**src/rtl/rtc_pkg.sv**
```systemverilog
// Shared types, field ranges and state encoding for the RTC time/date editor.
package rtc_pkg;

  localparam int FIELD_W  = 7;
  localparam int N_FIELDS = 6;

  typedef logic [FIELD_W-1:0] field_t;
  typedef logic [2:0]         fidx_t;

  localparam fidx_t F_HOUR  = 3'd0;
  localparam fidx_t F_MIN   = 3'd1;
  localparam fidx_t F_SEC   = 3'd2;
  localparam fidx_t F_DAY   = 3'd3;
  localparam fidx_t F_MONTH = 3'd4;
  localparam fidx_t F_YEAR  = 3'd5;

  typedef enum logic [2:0] {
    ST_VIEW,
    ST_LOAD,
    ST_EDIT,
    ST_WRITE,
    ST_GAP,
    ST_DONE
  } state_e;

  function automatic field_t field_min(input fidx_t idx);
    case (idx)
      F_DAY, F_MONTH: return 7'd1;
      default:        return '0;
    endcase
  endfunction

  function automatic field_t field_max(input fidx_t idx);
    case (idx)
      F_HOUR:       return 7'd23;
      F_MIN, F_SEC: return 7'd59;
      F_DAY:        return 7'd31;
      F_MONTH:      return 7'd12;
      default:      return 7'd99;
    endcase
  endfunction

  // Out-of-range live values fall back to the field minimum.
  function automatic field_t field_clamp(input fidx_t idx, input field_t val);
    return (val < field_min(idx) || val > field_max(idx)) ? field_min(idx) : val;
  endfunction

endpackage

```
**src/rtl/field_step.sv**
```systemverilog
// Combinational +1/-1 of one field value with wrap at the field's legal range.
module field_step
  import rtc_pkg::*;
(
  input  fidx_t  idx_i,
  input  field_t val_i,
  output field_t inc_o,
  output field_t dec_o
);

  field_t lo;
  field_t hi;

  always_comb begin
    lo    = field_min(idx_i);
    hi    = field_max(idx_i);
    inc_o = (val_i >= hi) ? lo : val_i + 7'd1;
    dec_o = (val_i <= lo || val_i > hi) ? hi : val_i - 7'd1;
  end

endmodule

```
**src/rtl/rtc_edit_controller.sv**
```systemverilog
// Keyboard-driven edit session for RTC time/date: load, edit six fields, write back
// over a req/ack handshake with per-field timeout.
module rtc_edit_controller
  import rtc_pkg::*;
#(
  parameter int FIELD_W     = rtc_pkg::FIELD_W,
  parameter int N_FIELDS    = rtc_pkg::N_FIELDS,
  parameter int TIMEOUT_CYC = 1023
) (
  input  logic                        Clock_i,
  input  logic                        Reset_n_i,
  input  logic                        arriba_i,
  input  logic                        abajo_i,
  input  logic                        izq_i,
  input  logic                        der_i,
  input  logic                        ent_i,
  input  logic [N_FIELDS*FIELD_W-1:0] cur_i,
  input  logic                        wr_ack_i,
  output logic                        edit_mode_o,
  output logic [2:0]                  cursor_o,
  output logic [N_FIELDS*FIELD_W-1:0] edit_data_o,
  output logic                        wr_req_o,
  output logic [2:0]                  wr_addr_o,
  output logic [FIELD_W-1:0]          wr_data_o,
  output logic                        done_o,
  output logic                        error_o
);

  localparam int CNT_W = $clog2(TIMEOUT_CYC + 1);

  state_e                            state_q, state_d;
  logic [N_FIELDS-1:0][FIELD_W-1:0]  buf_q, buf_d;
  fidx_t                             cursor_q, cursor_d;
  fidx_t                             wr_addr_q, wr_addr_d;
  field_t                            wr_data_q, wr_data_d;
  logic                              wr_req_q, wr_req_d;
  logic                              done_q, done_d;
  logic                              error_q, error_d;
  logic                              edit_mode_q, edit_mode_d;
  logic [CNT_W-1:0]                  cnt_q, cnt_d;

  field_t sel_val, sel_inc, sel_dec;

  assign sel_val = buf_q[cursor_q];

  field_step u_step (
    .idx_i (cursor_q),
    .val_i (sel_val),
    .inc_o (sel_inc),
    .dec_o (sel_dec)
  );

  always_comb begin
    state_d  = state_q;
    buf_d    = buf_q;
    cursor_d = cursor_q;
    wr_addr_d = wr_addr_q;
    wr_req_d = wr_req_q;
    done_d   = 1'b0;
    error_d  = error_q;
    cnt_d    = cnt_q;

    case (state_q)
      ST_VIEW: begin
        if (ent_i) begin
          state_d = ST_LOAD;
          error_d = 1'b0;
        end
      end
      ST_LOAD: begin
        for (int unsigned k = 0; k < N_FIELDS; k++) begin
          buf_d[k] = field_clamp(fidx_t'(k), cur_i[k*FIELD_W +: FIELD_W]);
        end
        cursor_d = F_HOUR;
        state_d  = ST_EDIT;
      end
      ST_EDIT: begin
        // if/else chain encodes key priority: ent > arriba > abajo > izq > der.
        if (ent_i) begin
          wr_addr_d = F_HOUR;
          wr_req_d  = 1'b1;
          cnt_d     = '0;
          state_d   = ST_WRITE;
        end else if (arriba_i) begin
          buf_d[cursor_q] = sel_inc;
        end else if (abajo_i) begin
          buf_d[cursor_q] = sel_dec;
        end else if (izq_i) begin
          cursor_d = (cursor_q == F_HOUR) ? F_YEAR : cursor_q - 3'd1;
        end else if (der_i) begin
          cursor_d = (cursor_q == F_YEAR) ? F_HOUR : cursor_q + 3'd1;
        end
      end
      ST_WRITE: begin
        if (wr_ack_i) begin
          wr_req_d = 1'b0;
          if (wr_addr_q == F_YEAR) begin
            done_d  = 1'b1;
            state_d = ST_DONE;
          end else begin
            wr_addr_d = wr_addr_q + 3'd1;
            state_d   = ST_GAP;
          end
        end else if (cnt_q == CNT_W'(TIMEOUT_CYC - 1)) begin
          wr_req_d = 1'b0;
          error_d  = 1'b1;
          state_d  = ST_VIEW;
        end else begin
          cnt_d = cnt_q + CNT_W'(1);
        end
      end
      ST_GAP: begin
        wr_req_d = 1'b1;
        cnt_d    = '0;
        state_d  = ST_WRITE;
      end
      ST_DONE: state_d = ST_VIEW;
      default: state_d = ST_VIEW;
    endcase

    edit_mode_d = (state_d == ST_LOAD) || (state_d == ST_EDIT) ||
                  (state_d == ST_WRITE) || (state_d == ST_GAP);
    wr_data_d   = buf_d[wr_addr_d];
  end

  always_ff @(posedge Clock_i) begin
    if (!Reset_n_i) begin
      state_q     <= ST_VIEW;
      buf_q       <= '0;
      cursor_q    <= '0;
      wr_addr_q   <= '0;
      wr_data_q   <= '0;
      wr_req_q    <= 1'b0;
      done_q      <= 1'b0;
      error_q     <= 1'b0;
      edit_mode_q <= 1'b0;
      cnt_q       <= '0;
    end else begin
      state_q     <= state_d;
      buf_q       <= buf_d;
      cursor_q    <= cursor_d;
      wr_addr_q   <= wr_addr_d;
      wr_data_q   <= wr_data_d;
      wr_req_q    <= wr_req_d;
      done_q      <= done_d;
      error_q     <= error_d;
      edit_mode_q <= edit_mode_d;
      cnt_q       <= cnt_d;
    end
  end

  assign edit_mode_o = edit_mode_q;
  assign cursor_o    = cursor_q;
  assign edit_data_o = buf_q;
  assign wr_req_o    = wr_req_q;
  assign wr_addr_o   = wr_addr_q;
  assign wr_data_o   = wr_data_q;
  assign done_o      = done_q;
  assign error_o     = error_q;

endmodule

```
**config.mk**
```make
export PLATFORM = sky130hd
export DESIGN_NAME = rtc_edit_controller
export DESIGN_NICKNAME = d
export VERILOG_FILES = /design/src/rtl/rtc_pkg.sv /design/src/rtl/field_step.sv /design/src/rtl/rtc_edit_controller.sv
export SDC_FILE = /design/constraint.sdc
export NUM_CORES = 1
export LEC_CHECK = 0
export ABC_AREA = 1
export BUFFER_PORTS_ARGS = -buffer_cell sky130_fd_sc_hd__buf_4
export CAP_MARGIN = 10
export CORE_MARGIN = 3
export CORE_UTILIZATION = 32
export CTS_BUF_LIST = sky130_fd_sc_hd__clkbuf_4
export CTS_CLUSTER_DIAMETER = 30
export CTS_CLUSTER_SIZE = 24
export DETAILED_ROUTE_END_ITERATION = 8
export PLACE_DENSITY = 0.52
export SYNTH_ARGS = -nofsm -noshare
export SYNTH_HDL_FRONTEND = slang
export SYNTH_SLANG_ARGS = --single-unit
export TNS_END_PERCENT = 5
```
**constraint.sdc**
```tcl
create_clock -name Clock_i -period 3 [get_ports Clock_i]
set_input_delay 0.15 -clock Clock_i [delete_from_list [all_inputs] [get_ports Clock_i]]
set_output_delay 0.15 -clock Clock_i [all_outputs]
set_load 0.01 [all_outputs]
```
==> qor.yml, run 1 <==
status: "finished, violations left"
violations: "negative setup slack"
firstDrtPassIters: 5
arrival_ps: 3690
setup_slack_ps: -331.8
cp_max_fo: 7
start_kind: "flip-flop"
die_w_um: 148.5
final_nets: 1447
finalCritPeriodShare: 1.111
synthTopCellsByArea: "dfxtp_1 (22%), nand2_1 (17%), a21oi_1 (14%)"
viasPerCell: 5.334
period_minus_slack_ps: 3332
whs_path_depth: 3
clkLatencyLatePin_ps: 480
synthFlopType: "dfxtp_1"
fp-row-count: 51
relSlewSlack: 0.3979
synth_cells: 1126
async_flop_share: 0
grt_overflow: 0
synth_fp_nets: 1191
p_int_w: 0.002286
synthDominantCellAreaShare: 0.2217
final_area_um2: 9701
p_sw_w: 0.002107
root_buffer: "clkbuf_4"
dieArea_um2: 22060
drive_gt1_frac: 0.3432
synth_cell_types: 54
clk_path_buf_depth: 2
io_buffers: 108
slew_violations: 0
dpl.hpwl_um: 22450
dp.cells: 1612
drtIter0Drc: 706
p_per_area_nw_per_um2: 452.8
h-tree-depth: 3
post-place-ws_ps: -455.6
num_vias: 8817
die_h_um: 148.5
ir_drop_uv: 181.0
drc: 0
clockPowerShare: 0.146
ys_ff_latch: 72
grt_pass1_wl_um: 45750
worstPathRequired_ps: 3360
final_util: 0.4920
synth_top_cell_by_area: "dfxtp_1"
synth_area_um2: 6501
hold_class: "in2reg"
io-pin-count: 109
tritoncts: "done"
ys_seq_area_frac: 0.2217
p_seq_frac: 0.261
final_cells: 1653
grt_pass1_vias: 8103
grt_max_degree: 61
gp_congestion: 0.9619
rsz0062_at_grt: "yes"
swShare: 0.4796
tightest_slew_ps: 889.1
pwr-share-comb: 0.593
grtUsageMet1: 0.3647
avgSynthCellArea_um2: 5.774
busiest_layer: "met2"
core-area_um2: 19720
met2_usage: 0.4133
yosys_warnings: 0
area_growth_pct: 49.21
finalHoldViolCount: 0
p_leak_nw: 4.400
routed_wl_um: 30310
grtUsageTotal: 0.2658
finalSetupViolations: 38
critPathKind: "reg2reg"
path_clk_slew_ps: 160
numCtsBuffers: 9
hold_ws_ps: 26.82
placedInstanceArea_um2: 8687
initial_core_util: 0.3297
use_met3: 0.04509
reg2reg_depth: 27
max_cap_violations: 0
ant_nets: 0
cts.sinks: 72
wl_per_cell_um: 18.34
synth-edff-count: 0
antenna_found_initial: 1
fmax_mhz: 300.1
crit_path_end_kind: "flip-flop"
fin_skew_ps: 24.25
[cells in the final DEF, fill, tap and decap left out, types with 8 or more instances in the layout]
cell type / Yosys / final
nand3_1: 104 / 77
o21ai_0: 73 / 45
inv_1: 92 / 87
dfxtp_1: 72 / 69
nand2_1: 295 / 240
nor2_4: 4 / 8
o21ai_2: 0 / 8
inv_2: 8 / 13
a21oi_2: 4 / 11
nor3_1: 9 / 8
buf_4: 1 / 272
o21ai_1: 19 / 39
nor2_1: 96 / 88
nand4_1: 11 / 11
nand2_2: 9 / 56
nand3_2: 2 / 24
nand2_4: 6 / 13
buf_6: 5 / 15
clkbuf_4: 0 / 9
a21oi_1: 188 / 179
[cell families after synthesis]
group,count (synthesis),synth area share
adder cells (fa/ha/maj),15,0.02887
XOR/XNOR,2,0.002695
AND/OR/NAND/NOR,549,0.3703
buffers and inverters,162,0.1008
AO/OA/AOI/OAI,326,0.2756
flip-flops,72,0.2217
[worst max-delay path: stages (launching register included)]
cell and delay [ps]:
dfxtp_4 390, buf_6 140, buf_12 130, nand2_2 40
nand2_1 50, nand2_1 80, nand2_2 80, nand2_4 100
nand2_4 70, ha_4 270, nand4_1 80, inv_1 100
nand4_1 210, nand2_4 190, inv_4 50, nor2_4 240
buf_6 150, nand2_4 60, nand2_2 90, o21ai_1 70
nand2_1 70, nand2_1 60, nand2_2 80, nand3_1 90
nand2_2 100, nand2_2 60, nand2_2 90, a21oi_2 50
[what timing repair did]
item | 4_1_cts | 5_1_grt
pin swaps | 40 | 31
endpoints found under the hold margin | 10 | 0
gates resized for setup | 119 | 77
setup buffers | 14 | 4
endpoints found under the setup margin | 44 | 49
hold buffers | 7 | 0
[sequential cells by signal, summed over array words and instances, names as in the netlist, 3 cells and up]
signal and count:
wr_addr_o 3, wr_data_o 7, edit_data_o 42, state_q 3, cursor_o 3, cnt_q 10
[final timing paths]
path	startpoint	endpoint	slack (ps)
setup / recovery	cursor_o[0]	wr_data_o[2]	-330
setup reg to reg	cursor_o[0]	wr_data_o[2]	-330
hold reg to reg	cnt_q[9]	cnt_q[9]	460
hold / removal	cur_i[31]	edit_data_o[31]	30
[power groups by stage]
stage | Sequential (W) | Clock (W) | Combinational [W]
2_1_floorplan | 0.00122 | 0 | 0.00113
3_3_place_gp | 0.00116 | 0 | 0.00226
3_5_place_dp | 0.00116 | 0 | 0.00225
4_1_cts | 0.00114 | 0.000660 | 0.00248
5_1_grt | 0.00115 | 0.000693 | 0.00281
6_report | 0.00115 | 0.000643 | 0.00260
[through the flow]
step / setup TNS, ps / total power [W]
floorplan: 0 / 0.002348
global placement: -3670 / 0.003425
detailed placement: -5099 / 0.003412
CTS: -763.3 / 0.004277
global route: -9799 / 0.004658
finish: -3988 / 0.004393
[per-layer routing]
layer / vias up / wire (µm)
li1: 4312 / -
met1: 4058 / 13330
met2: 387 / 13780
met3: 60 / 2197
met4: 0 / 1004
met5: - / 0
[synthesized netlist by cell type (3+ instances only)]
library cell  instances
buf_2                 3
nor2_1               96
a31oi_1               3
nand2_1             295
nand2_2               9
a32o_1                5
a22oi_1               4
dfxtp_1              72
o21ai_1              19
nor2_4                4
buf_6                 5
inv_1                92
nor4_1                3
nor2_2                3
o211ai_1              7
a21oi_2               4
o21ai_0              73
clkbuf_1             44
nand3_1             104
nand4_1              11
nor3_1                9
ha_1                 15
a21oi_1             188
nand2_4               6
inv_2                 8
clkinv_1              7
a32oi_1               3
[final cells by class]
class                           count  area, µm²
Antenna cell                        1      2.502
Clock buffer                        9      67.56
Clock inverter                      7      62.56
Fill cell                        2073      10020
Inverter                          108      410.4
Multi-Input combinational cell    892       5002
Sequential cell                    72       1448
Tap cell                          265      331.6
Timing Repair Buffer              299       2376
No activity file was read; power rests on OpenSTA's default activity.
==> inputs of run 2 (changes only) <==
CORE_MARGIN = 4   (was 3)
==> run 2 against run 1 <==
  * The flow still finishes with violations (negative setup slack)
  * Critical path depth unchanged
  * Via count increased by 0.24%
  * Core utilization is 0.15 points lower
  * Total power grew 0.58%
  * Sequential cell count unchanged
  * First-iteration DRC count grew 15%
  * Wire length grew 0.63%
  * Design area down 0.31%
  * Clock-buffer cell count did not move
  * Global-route usage is essentially flat
  * Critical endpoint is now edit_data_o[11]
  * Largest power group unchanged
==> qor.yml, run 2 (same netlist as run 1, synthesis figures left out) <==
tightest_slew_ps: 890.7  # +1.634 ps
dpl.hpwl_um: 22410  # -0.17%
finalSetupViolations: 34  # -11%
fill_cells: 2040  # -1.6%
worstPathRequired_ps: 3360  # about the same
largest_register_ffs: 42  # unchanged
drc: 0  # unchanged
grtUsageTotal: 0.2657  # about the same
status: "finished, violations left"
antenna_found_initial: 1  # unchanged
grt_pass1_vias: 8252  # +1.8%
final_cells: 1655  # +0.12%
finalCritPeriodShare: 1.109  # -0.002027
p_seq_frac: 0.258  # -0.003
max_cap_violations: 0  # unchanged
grtUsageMet1: 0.3552  # -0.009444
period_minus_slack_ps: 3326  # -6.082 ps
pwr-share-comb: 0.584  # -0.009
grt_pass1_wl_um: 46360  # +1.3%
die_h_um: 150.5  # +1.3%
worstHoldStart: "cur_i[30]"
clockPowerShare: 0.158  # +0.012
slew_violations: 0  # unchanged
cts.sinks: 72  # unchanged
min_to: "edit_data_o[30]"
slowest_delay_ps: 420  # +30 ps
worstSetupStartpoint: "cursor_o[0]"
dp.cells: 1607  # -0.31%
path_clk_slew_ps: 180  # +20 ps
tritoncts: "done"
fmax_mhz: 300.7  # +0.18%
post-place-ws_ps: -478.0  # -22.43 ps
busiest_layer: "met2"
firstDrtPassIters: 6  # +1
fp-row-count: 51  # unchanged
initial_core_util: 0.3297  # unchanged
area_growth_pct: 48.75
die_w_um: 150.5  # +1.3%
cp_max_fo: 11  # +4
drive_gt1_frac: 0.3283  # -0.01489
hold_class: "in2reg"
p_int_w: 0.002285  # about the same
ir_drop_uv: 185.9  # +2.7%
final_util: 0.4905  # -0.001523
start_kind: "flip-flop"
h-tree-depth: 3  # unchanged
cp_slowest_cell: "dfxtp_4"
viasPerCell: 5.340  # +0.12%
violations: "negative setup slack"
num_vias: 8838  # +0.24%
layout_common_cells: "buf_4 (270), nand2_1 (256), a21oi_1 (182), nor2_1 (89), inv_1 (88)"
swShare: 0.4828  # +0.003189
routed_wl_um: 30500  # +0.63%
p_leak_nw: 4.410  # +0.23%
whs_path_depth: 3  # unchanged
fin_setup_tns_ps: -3731  # +257.2 ps
final_common_cell: "buf_4"
reg2reg_depth: 27  # unchanged
r2r_start: "cursor_o[0]"
gp_congestion: 0.9960  # +3.5%
final_nets: 1449  # +0.14%
clkLatencyLatePin_ps: 500  # +20 ps
met2_usage: 0.4304  # +0.01709
p_per_area_nw_per_um2: 456.9  # +0.89%
core-area_um2: 19720  # unchanged
ant_nets: 0  # unchanged
io_buffers: 108  # unchanged
fin_skew_ps: 28.70  # +4.447 ps
setup_slack_ps: -325.8  # +6.082 ps
io-pin-count: 109  # unchanged
critPathKind: "reg2reg"
arrival_ps: 3690  # about the same
grt_overflow: 0  # unchanged
p_sw_w: 0.002133  # +1.2%
wl_per_cell_um: 18.43  # +0.51%
clk_path_buf_depth: 2  # unchanged
finalHoldViolCount: 0  # unchanged
use_met3: 0.04786  # +0.002768
root_buffer: "clkbuf_4"
grt_max_degree: 61  # unchanged
rsz0062_at_grt: "yes"
dieArea_um2: 22660  # +2.7%
relSlewSlack: 0.3968  # -0.001106
r2r_end: "edit_data_o[11]"
crit_path_end_kind: "flip-flop"
drtIter0Drc: 815  # +15%
numCtsBuffers: 9  # unchanged
rrSetupSlack_ps: -330  # about the same
[run 2: power by group through the flow]
stage | clock [W] | sequential (W) | combinational [W]
after detailed placement | 0 | 0.00116 | 0.00221
after floorplan | 0 | 0.00122 | 0.00113
after global routing | 0.000746 | 0.00115 | 0.00279
final | 0.000700 | 0.00114 | 0.00258
after CTS | 0.000711 | 0.00114 | 0.00241
after global placement | 0 | 0.00116 | 0.00221
[run 2: cell type report]
class	count	area, µm²	share of cell area
well taps	265	331.6	0.03429
repair buffers	301	2464	0.2548
diodes	1	2.502	0.0002588
clock inverters	7	71.32	0.007375
flip-flops and latches	72	1448	0.1497
multi-input cells	892	4871	0.5037
inverters	108	415.4	0.04296
clock buffers	9	67.56	0.006987
[run 2: how the worst max path moves through the flow]
stage / to / slack, ps / cells past startpoint
CTS: wr_data_o[2] / -240 / 30
detailed placement: wr_data_o[3] / -480 / 21
floorplan: wr_data_o[6] / 20 / 22
global route: edit_data_o[11] / -490 / 27
finish: edit_data_o[11] / -330 / 27
global placement: wr_data_o[3] / -430 / 21
[run 2: stage by stage]
step / area [µm²] / hold WS [ps] / power (W)
3_3_place_gp: 8700 / 435.2 / 0.003370
6_report: 9671 / 20.32 / 0.004418
5_1_grt: 9671 / 37.10 / 0.004687
4_1_cts: 9370 / 3.359 / 0.004257
2_1_floorplan: 6501 / 261.4 / 0.002348
3_5_place_dp: 8700 / 448.3 / 0.003368
[run 2: critical path: cells and delay by family (launching register included)]
family	cells	cell delay, ps
buf+inv	9	930
fa+ha+maj	1	280
simple gates	16	1480
flops	1	420
compound gates	1	40
[run 2: per-layer routing]
layer  vias to the layer above  wire (µm)
met5                         -          0
met4                         0        903
met3                        61       2301
met2                       374      13980
met1                      4090      13320
li1                       4313          -
[run 2: timing repair]
action,4_1_cts,5_1_grt
buffers inserted,17,7
hold endpoints to repair,9,0
pin swaps,30,43
endpoints found under the setup margin,46,49
gates cloned,2,0
resized for setup,76,89
hold buffers,6,0
==> inputs of run 3 (changes only) <==
CELL_PAD_IN_SITES_DETAIL_PLACEMENT = 1   (was default)
CELL_PAD_IN_SITES_GLOBAL_PLACEMENT = 2   (was default)
CORE_UTILIZATION = 27   (was 32)
PLACE_DENSITY = 0.78   (was 0.52)
RECOVER_POWER = 50   (was default)
==> run 3 against run 2 <==
  * The flow still finishes with violations (negative setup slack)
  * Sequential power about the same
  * Wire length is 17% higher
  * Register-to-register slack got worse by 130 ps
  * Clock-buffer cell count is 1 higher
  * Critical path depth did not move
  * Critical endpoint is now wr_data_o[5]
==> qor.yml, run 3 (same netlist as run 1, synthesis figures left out) <==
status: "finished, violations left"
violations: "negative setup slack"
dieArea_um2: 26620  # +17%
dp.cells: 1686  # +4.9%
numCtsBuffers: 9  # unchanged
firstDrtPassIters: 5  # -1
reg2reg_depth: 27  # unchanged
whs_path_depth: 3  # unchanged
largest_register_ffs: 42  # unchanged
die_h_um: 163.2  # +8.4%
final_common_cell: "buf_4"
finalCritPeriodShare: 1.151  # +0.04204
hold_class: "in2reg"
worstPathRequired_ps: 3390  # +30 ps
num_vias: 9154  # +3.6%
grt_pass1_vias: 9192  # +11%
drive_gt1_frac: 0.3461  # +0.01781
p_leak_nw: 4.433  # +0.53%
io_buffers: 108  # unchanged
hold_ws_ps: 22.29  # +1.971 ps
relSlewSlack: 0.4567  # +0.05987
grt_overflow: 0  # unchanged
cts.sinks: 72  # unchanged
final_nets: 1470  # +1.4%
post-place-ws_ps: -894.8  # -416.8 ps
p_seq_frac: 0.243  # -0.015
ant_nets: 0  # unchanged
fin_setup_tns_ps: -8590  # -4859 ps
h-tree-depth: 3  # unchanged
wl_per_cell_um: 20.63  # +12%
crit_path_end_kind: "flip-flop"
dpl.hpwl_um: 26540  # +18%
drtIter0Drc: 559  # -31%
rsz0062_at_grt: "yes"
critPathKind: "reg2reg"
p_int_w: 0.002463  # +7.8%
path_clk_slew_ps: 160  # -20 ps
finalHoldViolCount: 0  # unchanged
drc: 0  # unchanged
finalSetupViolations: 45  # +32%
routed_wl_um: 35690  # +17%
antenna_found_initial: 1  # unchanged
clkLatencyLatePin_ps: 500  # about the same
pwr-share-comb: 0.605  # +0.021
grt_max_degree: 46  # -25%
grt_pass1_wl_um: 53270  # +15%
io-pin-count: 109  # unchanged
setup_slack_ps: -451.9  # -126.1 ps
final_cells: 1730  # +4.5%
fin_skew_ps: 27.50  # -1.198 ps
slew_violations: 0  # unchanged
area_growth_pct: 53.58
arrival_ps: 3850  # +160 ps
viasPerCell: 5.291  # -0.91%
fmax_mhz: 289.7  # -3.7%
ir_drop_uv: 213.7  # +15%
layout_common_cells: "buf_4 (264), nand2_1 (241), a21oi_1 (175), inv_1 (87), nor2_1 (86)"
cp_max_fo: 7  # -4
fp-row-count: 56  # +9.8%
p_per_area_nw_per_um2: 470.3  # +2.9%
tightest_slew_ps: 802.3  # -88.41 ps
r2r_start: "cursor_o[0]"
root_buffer: "clkbuf_4"
tritoncts: "done"
period_minus_slack_ps: 3452  # +126.1 ps
worstHoldStart: "cur_i[29]"
swShare: 0.4755  # -0.007226
rrSetupSlack_ps: -450  # -130 ps
clockPowerShare: 0.152  # -0.006
die_w_um: 163.2  # +8.4%
grtUsageTotal: 0.2588  # -0.006911
p_sw_w: 0.002233  # +4.7%
final_util: 0.4228  # -0.06760
min_to: "edit_data_o[29]"
gp_congestion: 0.9561  # -4.0%
initial_core_util: 0.2753  # -0.05439
core-area_um2: 23610  # +20%
start_kind: "flip-flop"
max_cap_violations: 0  # unchanged
clk_path_buf_depth: 2  # unchanged
r2r_end: "wr_data_o[5]"
-- run 3: per-layer routing --
metal | part of all wire | global-route usage | routed length, µm
met4 | 0.033 | 0.1022 | 1194
met2 | 0.47 | 0.4125 | 16630
met5 | 0 | 0 | 0
met1 | 0.45 | 0.3580 | 16210
met3 | 0.047 | 0.02851 | 1661
-- run 3: timing repair --
action | 4_1_cts | 5_1_grt
buffers inserted | 12 | 11
hold endpoints to repair | 9 | 0
cloned | 0 | 0
hold buffers | 6 | 0
pin swaps | 33 | 39
gates resized for setup | 109 | 103
endpoints found under the setup margin | 49 | 49
-- run 3: critical path: stages (launching register included) --
cell and delay (ps):
dfxtp_4 440, buf_12 160, nand2_2 100, nor2_1 60, nor2_1 120, nand2_1 80, nand2_1 70, nand2_2 80
ha_4 280, nand4_1 140, inv_1 120, nand4_1 190, nand2_4 180, inv_2 50, nor2_4 190, buf_6 130
nand2_4 60, buf_6 130, nand3_1 70, nand2_1 60, nand2_1 50, nand2_1 60, nand2_2 80, nand3_2 70
nand3_2 110, nand2_2 90, nand2_2 90, a21oi_2 50
-- run 3: area by class of cell --
class | instances | area (µm²)
Clock inverter | 6 | 67.56
Multi-Input combinational cell | 892 | 5027
Tap cell | 319 | 399.1
Inverter | 108 | 415.4
Fill cell | 3163 | 13630
Timing Repair Buffer | 322 | 2551
Antenna cell | 1 | 2.502
Sequential cell | 72 | 1446
Clock buffer | 10 | 75.07
-- run 3: power by group through the flow --
stage / sequential, W / combinational [W] / clock (W)
2_1_floorplan: 0.00122 / 0.00113 / 0
3_3_place_gp: 0.00115 / 0.00239 / 0
3_5_place_dp: 0.00115 / 0.00242 / 0
4_1_cts: 0.00114 / 0.00262 / 0.000726
5_1_grt: 0.00115 / 0.00305 / 0.000755
6_report: 0.00114 / 0.00284 / 0.000714
-- run 3: metrics by stage --
step	area (µm²)	power [W]
floorplan	6501	0.002348
detailed placement	8971	0.003572
CTS	9579	0.004484
finish	9985	0.004695
global route	9985	0.004957
global placement	8971	0.003541
-- run 3: how the worst max path moves through the flow --
stage                      startpoint            to  cells past startpoint
after floorplan           cursor_o[2]  wr_data_o[6]                     22
after global placement    cursor_o[0]  wr_data_o[3]                     23
after detailed placement  cursor_o[0]  wr_data_o[3]                     23
after CTS                 cursor_o[0]  wr_data_o[4]                     29
after global routing      cursor_o[0]  wr_data_o[5]                     27
final                     cursor_o[0]  wr_data_o[5]                     27
